==> src/rtl/pipeline_hazard_controller_pkg.sv <==
// Shared definitions for the pipeline hazard controller: forwarding encodings,
// mult/div defaults, shadow-stage record and the source-match helper.
package pipeline_hazard_controller_pkg;

    localparam int MD_CYCLES_DEFAULT = 8;
    localparam int MD_CNT_W          = 5;
    localparam int STALL_CNT_W       = 16;

    typedef enum logic [1:0] {
        FWD_RF  = 2'b00,
        FWD_EX  = 2'b01,
        FWD_MEM = 2'b10,
        FWD_WB  = 2'b11
    } fwd_sel_e;

    typedef enum logic {
        MD_IDLE = 1'b0,
        MD_RUN  = 1'b1
    } md_state_e;

    typedef struct packed {
        logic [4:0] dest;
        logic       rf_enable;
        logic       load;
    } shadow_t;

    localparam shadow_t SHADOW_BUBBLE = '0;

    // r0 is hardwired to zero, so a write to it never produces a forwardable value.
    function automatic logic stage_hits(shadow_t stage, logic [4:0] src, logic uses);
        return uses && stage.rf_enable && (stage.dest == src) && (stage.dest != 5'd0);
    endfunction

    function automatic fwd_sel_e fwd_select(shadow_t ex, shadow_t mem, shadow_t wb,
                                            logic [4:0] src, logic uses);
        fwd_sel_e sel;
        sel = FWD_RF;
        if (stage_hits(ex, src, uses))
            sel = FWD_EX;
        else if (stage_hits(mem, src, uses))
            sel = FWD_MEM;
        else if (stage_hits(wb, src, uses))
            sel = FWD_WB;
        return sel;
    endfunction

endpackage

==> src/rtl/pipeline_hazard_controller_md_busy_counter.sv <==
// HI/LO mult/div occupancy tracker: IDLE/BUSY state machine with a down-counter
// that keeps the unit busy for MD_CYCLES cycles after each issue.
module md_busy_counter
    import pipeline_hazard_controller_pkg::*;
#(
    parameter int MD_CYCLES = MD_CYCLES_DEFAULT
) (
    input  logic Clk,
    input  logic Reset,
    input  logic md_start,
    input  logic stall,
    output logic md_busy
);

    md_state_e             state_q, state_d;
    logic [MD_CNT_W-1:0]   cnt_q, cnt_d;

    always_ff @(posedge Clk or posedge Reset) begin
        if (Reset) begin
            state_q <= MD_IDLE;
            cnt_q   <= '0;
        end else begin
            state_q <= state_d;
            cnt_q   <= cnt_d;
        end
    end

    always_comb begin
        // NOTE: hold-value defaults first so every path assigns both, avoiding latches.
        state_d = state_q;
        cnt_d   = cnt_q;
        case (state_q)
            MD_IDLE: begin
                // A start held back by a hazard stall is not issued that cycle.
                if (md_start && !stall) begin
                    state_d = MD_RUN;
                    cnt_d   = MD_CNT_W'(MD_CYCLES);
                end
            end
            MD_RUN: begin
                if (cnt_q == MD_CNT_W'(1)) begin
                    state_d = MD_IDLE;
                    cnt_d   = '0;
                end else begin
                    cnt_d = cnt_q - MD_CNT_W'(1);
                end
            end
            default: begin
                state_d = MD_IDLE;
                cnt_d   = '0;
            end
        endcase
    end

    assign md_busy = (state_q == MD_RUN);

endmodule

==> src/rtl/pipeline_hazard_controller.sv <==
// Hazard unit for a 5-stage pipeline: operand forwarding, load-use and mult/div
// stalls, shadow EX/MEM/WB destination tracking and a saturating stall counter.
module pipeline_hazard_controller
    import pipeline_hazard_controller_pkg::*;
#(
    parameter int MD_CYCLES = MD_CYCLES_DEFAULT
) (
    input  logic                   Clk,
    input  logic                   Reset,
    input  logic [4:0]             ID_RS,
    input  logic [4:0]             ID_RT,
    input  logic                   ID_USES_RS,
    input  logic                   ID_USES_RT,
    input  logic [4:0]             ID_DEST,
    input  logic                   ID_RF_ENABLE,
    input  logic                   ID_LOAD_INSTR,
    input  logic                   ID_MD_START,
    input  logic                   ID_HILO_READ,
    output logic                   PC_LE,
    output logic                   IFID_LE,
    output logic                   IDEX_NOP,
    output logic [1:0]             FWD_A,
    output logic [1:0]             FWD_B,
    output logic                   MD_BUSY,
    output logic [STALL_CNT_W-1:0] STALL_COUNT
);

    shadow_t ex_q, mem_q, wb_q;
    shadow_t id_entry;
    logic    load_use_stall;
    logic    md_stall;
    logic    stall;

    assign id_entry = '{dest: ID_DEST, rf_enable: ID_RF_ENABLE, load: ID_LOAD_INSTR};

    // Forwarding is reported even in a stall cycle; the bubble makes it harmless.
    assign FWD_A = fwd_select(ex_q, mem_q, wb_q, ID_RS, ID_USES_RS);
    assign FWD_B = fwd_select(ex_q, mem_q, wb_q, ID_RT, ID_USES_RT);

    // A load in EX has no data until MEM, so its consumer in ID must wait one cycle.
    assign load_use_stall = ex_q.load
                          && (stage_hits(ex_q, ID_RS, ID_USES_RS)
                              || stage_hits(ex_q, ID_RT, ID_USES_RT));

    assign md_stall = MD_BUSY && (ID_HILO_READ || ID_MD_START);
    assign stall    = load_use_stall || md_stall;

    assign PC_LE    = !stall;
    assign IFID_LE  = !stall;
    assign IDEX_NOP = stall;

    always_ff @(posedge Clk or posedge Reset) begin
        if (Reset) begin
            ex_q  <= SHADOW_BUBBLE;
            mem_q <= SHADOW_BUBBLE;
            wb_q  <= SHADOW_BUBBLE;
        end else begin
            // NOTE: non-blocking so MEM/WB take the pre-edge values of the stage ahead.
            ex_q  <= stall ? SHADOW_BUBBLE : id_entry;
            mem_q <= ex_q;
            wb_q  <= mem_q;
        end
    end

    always_ff @(posedge Clk or posedge Reset) begin
        if (Reset) begin
            STALL_COUNT <= '0;
        end else if (stall && (STALL_COUNT != '1)) begin
            STALL_COUNT <= STALL_COUNT + STALL_CNT_W'(1);
        end
    end

    md_busy_counter #(
        .MD_CYCLES (MD_CYCLES)
    ) u_md_busy_counter (
        .Clk      (Clk),
        .Reset    (Reset),
        .md_start (ID_MD_START),
        .stall    (stall),
        .md_busy  (MD_BUSY)
    );

endmodule

==> config.mk <==
export PLATFORM = sky130hd
export DESIGN_NAME = pipeline_hazard_controller
export DESIGN_NICKNAME = d
export VERILOG_FILES = /design/src/rtl/pipeline_hazard_controller_pkg.sv /design/src/rtl/pipeline_hazard_controller_md_busy_counter.sv /design/src/rtl/pipeline_hazard_controller.sv
export SDC_FILE = /design/constraint.sdc
export NUM_CORES = 1
export LEC_CHECK = 0
export ABC_AREA = 1
export CELL_PAD_IN_SITES_DETAIL_PLACEMENT = 1
export CELL_PAD_IN_SITES_GLOBAL_PLACEMENT = 2
export CORE_MARGIN = 2
export CORE_UTILIZATION = 27
export DETAILED_ROUTE_END_ITERATION = 7
export HOLD_SLACK_MARGIN = 0.08
export PLACE_DENSITY = 0.86
export RECOVER_POWER = 50
export SLEW_MARGIN = 25
export SYNTH_ARGS = -nofsm -noshare
export SYNTH_HDL_FRONTEND = slang
export SYNTH_SLANG_ARGS = --single-unit
==> constraint.sdc <==
create_clock -name Clk -period 1.5 [get_ports Clk]
set_input_delay 0.15 -clock Clk [delete_from_list [all_inputs] [get_ports Clk]]
set_output_delay 0.15 -clock Clk [all_outputs]
set_load 0.01 [all_outputs]
==> impl_results.md <==
* Status: finished with violations
* Failing checks: negative setup slack
* Share of cells above drive strength 1 at 45.4%
* Leading post-synthesis cells by cell area: dfrtp_1 40%, nand2_1 14%, nand3_1 7.3%
* Final instance area at 4140 sq um
* Total CTS buffers at 5
* Die ar. at 10,200 sq um
* Largest family of logic cells by synthesized area: simple AND/OR/NAND/NOR gates
* Syn Nets at 365
* Min setup slack post-route at -288 ps
* Worst-path fanout max at 4
* Global route overflow at 0
* Residual DRC at 0
* Clk slew on worst S/H paths at 80 ps
* CP startpoint kind: register
* P per Cell Area at 1200 nW/um^2
* Synthesis-stage register bit count at 41
* Chip Height at 101 um
* Peak supply drop at 0.506 mV
* Worst Tran Pin Value at 895 ps
* # rows at 35
* Fillers at 1,120
* Post-synth top area share at 40.4%
* Initial DRC Count at 39
* Compound-gate portion of the synthesized area at 6.26%
* RSZ-0062 raised after global routing: yes
* Routed vias at 2,683
* Gpl congestion at 0.871
* Switching Power at 1.91 mW
* Worst EP arrival at 1640 ps
* Mux share of post-synthesis cell area at 0%
* Synth Cell Area at 2540 sq um
* Gate power share at 49.9%
* Worst r2r path cells at 13
* Core Region at 9200 sq um
* Hold path depth at 3
* Largest net degree at the start of global routing at 26
* Post-route ant nets at 0
* Initial core utilization at 27.6%
* Dpl hpwl at 6010 um
* Setup Viol. Count Final at 33
* Nets at 482
* Ant diodes at 0
* Routed len/inst at 15.2 um
* Synth area leader: dfrtp_1
* Worst EP required at 1350 ps
* Sequential power share at 32.6%
* H-tree depth at 2
* Mapped Cells at 339
* Post-synth cell types at 34
* Clock power frac at 17.5%
* CP Class: reg -> out
* Post-Place Cell Area at 3440 sq um
* Crit path capture type: output pin
* CTS Hold Bufs at 0
* Final Hold Fails at 0
* YS warnings at 0
* Area Growth Syn to Fin at 63.0%
* Rel. slew slack at 40.4%
* Final min period at 1790 ps
* Leakage power at 2.19 nW
* Most common cell after layout, fill and taps aside: nand2_1
* Vias/cell at 4.73
* Antenna violations before repair at 0
* Internal at 3.08 mW
* Clk buf depth at 2
* Synth Area in XOR/XNOR at 5.52%
* Synth Area in Adders at 1.48%
* Final Core Density at 45.0%
* Synthesized area per cell at 7.49 sq um
* TritonRoute pass-1 iters at 4
* Port Buf Inserts at 46
* Number of global-route vias before repair at 2,898
* Clock tree root driver cell: clkbuf_8
* Total track usage at 16.5%
* CTS tree: yes
* Simple-gate share of the synthesized area at 37.2%
* Post-synthesis sequential area ratio at 40.4%
* I/O Pins at 47
* Pins over their slew limit at 0
* Commonest cells after routing, fill and taps aside: 72 x nand2_1, 51 x buf_4, 38 x nand2_2
* Max cap viols at 0
* Worst-Skew Late Latency at 290 ps
* Final period utilization at 119%
* Die X at 101 um
* Switching fraction of total power at 38.3%
* First-pass GRT wire length at 13,300 um
* Hold Crit Class: in -> reg
* WL final at 8620 um
* Fmax at 559 MHz
* Clk_skew at 6.81 ps
* Clock Sink Count at 41
## cell usage after synthesis (all sizes together)
master   count
nand3b       1
a31oi        1
o22ai        8
o21a         1
a21oi        8
o21ai        2
o2111ai      1
ha           3
buf          5
dfrtp       41
nand4        5
a21boi       1
nor2        32
o211ai       1
o221ai       2
xor2         9
nand3       38
or2          1
inv         49
nor3         5
xnor2        7
nand2      118
## per-stage QoR
step | instances | worst slack [ps] | total power, mW | TNS [ps] | hold slack (ps)
detailed placement | 534 | -665 | 3.52 | -18220 | 396
floorplan | 339 | 13.1 | 2.70 | 0 | 256
finish | 567 | -288 | 4.99 | -5490 | 367
global route | 567 | -374 | 5.37 | -8630 | 377
global placement | 534 | -645 | 3.44 | -18270 | 389
CTS | 555 | -262 | 4.62 | -5600 | 211
## flip-flops by register name, summed over array words and instances (netlist names)
name                       cells
u_md_busy_counter.cnt_q        5
wb_q                           6
mem_q                          6
ex_q                           7
u_md_busy_counter.md_busy      1
STALL_COUNT                   16
## path summary, 6_finish.rpt
check                             startpoint              end  slack (ps)
worst max-delay path                mem_q[2]         FWD_A[0]        -290
worst min-delay path            ID_RF_ENABLE          ex_q[1]         370
worst max register to register       ex_q[5]  STALL_COUNT[12]        -230
worst min register to register       ex_q[1]         mem_q[1]         410
max in group asynchronous              Reset          wb_q[5]         320
min in group asynchronous              Reset   STALL_COUNT[8]         500
## routing by layer
layer / wire length, um / vias to the layer above / track usage [%] / part of all wire (%)
met1: 3470 / 1309 / 19.0 / 40
met3: 237 / 14 / 2.84 / 2.8
met4: 149 / 0 / 4.37 / 1.7
met5: 0 / - / 0 / 0
met2: 4760 / 52 / 31.1 / 55
li1: - / 1308 / - / -
## power groups by stage
stage	combinational, mW	clock (mW)	sequential [mW]
finish	2.49	0.872	1.63
global route	2.73	0.970	1.67
CTS	2.11	0.904	1.61
detailed placement	1.89	0	1.63
global placement	1.82	0	1.62
floorplan	1.03	0	1.68
## repair_timing
item / 4_1_cts / 5_1_grt
setup endpoints to repair: 39 / 46
setup buffers: 15 / 11
cloned: 0 / 2
gates resized for setup: 72 / 98
pin swaps: 17 / 35
## worst max-delay path, cell delays in order (launching register included)
cell and delay [ps]:
dfrtp_2 450, buf_6 130, inv_2 30, o22ai_1 80, nor2_1 110, nand4_1 190
nand3_1 140, nand2_1 70, buf_2 140
## kinds of logic after synthesis
| group | after synthesis |
|---|---|
| compound gates | 25 |
| xor+xnor | 16 |
| fa+ha+maj | 3 |
| buf+inv | 54 |
| flops | 41 |
| simple gates | 200 |
## final cells by class
type | instances | area (sq um) | area share (%)
clock inverters | 2 | 35.0 | 0.846
clock buffers | 5 | 68.8 | 1.66
multi-input cells | 245 | 1610 | 39.0
well taps | 111 | 139 | 3.35
repair buffers | 114 | 1060 | 25.5
inverters | 49 | 186 | 4.50
flip-flops and latches | 41 | 1040 | 25.1
Note: power is estimated with default switching activity, not from simulation.
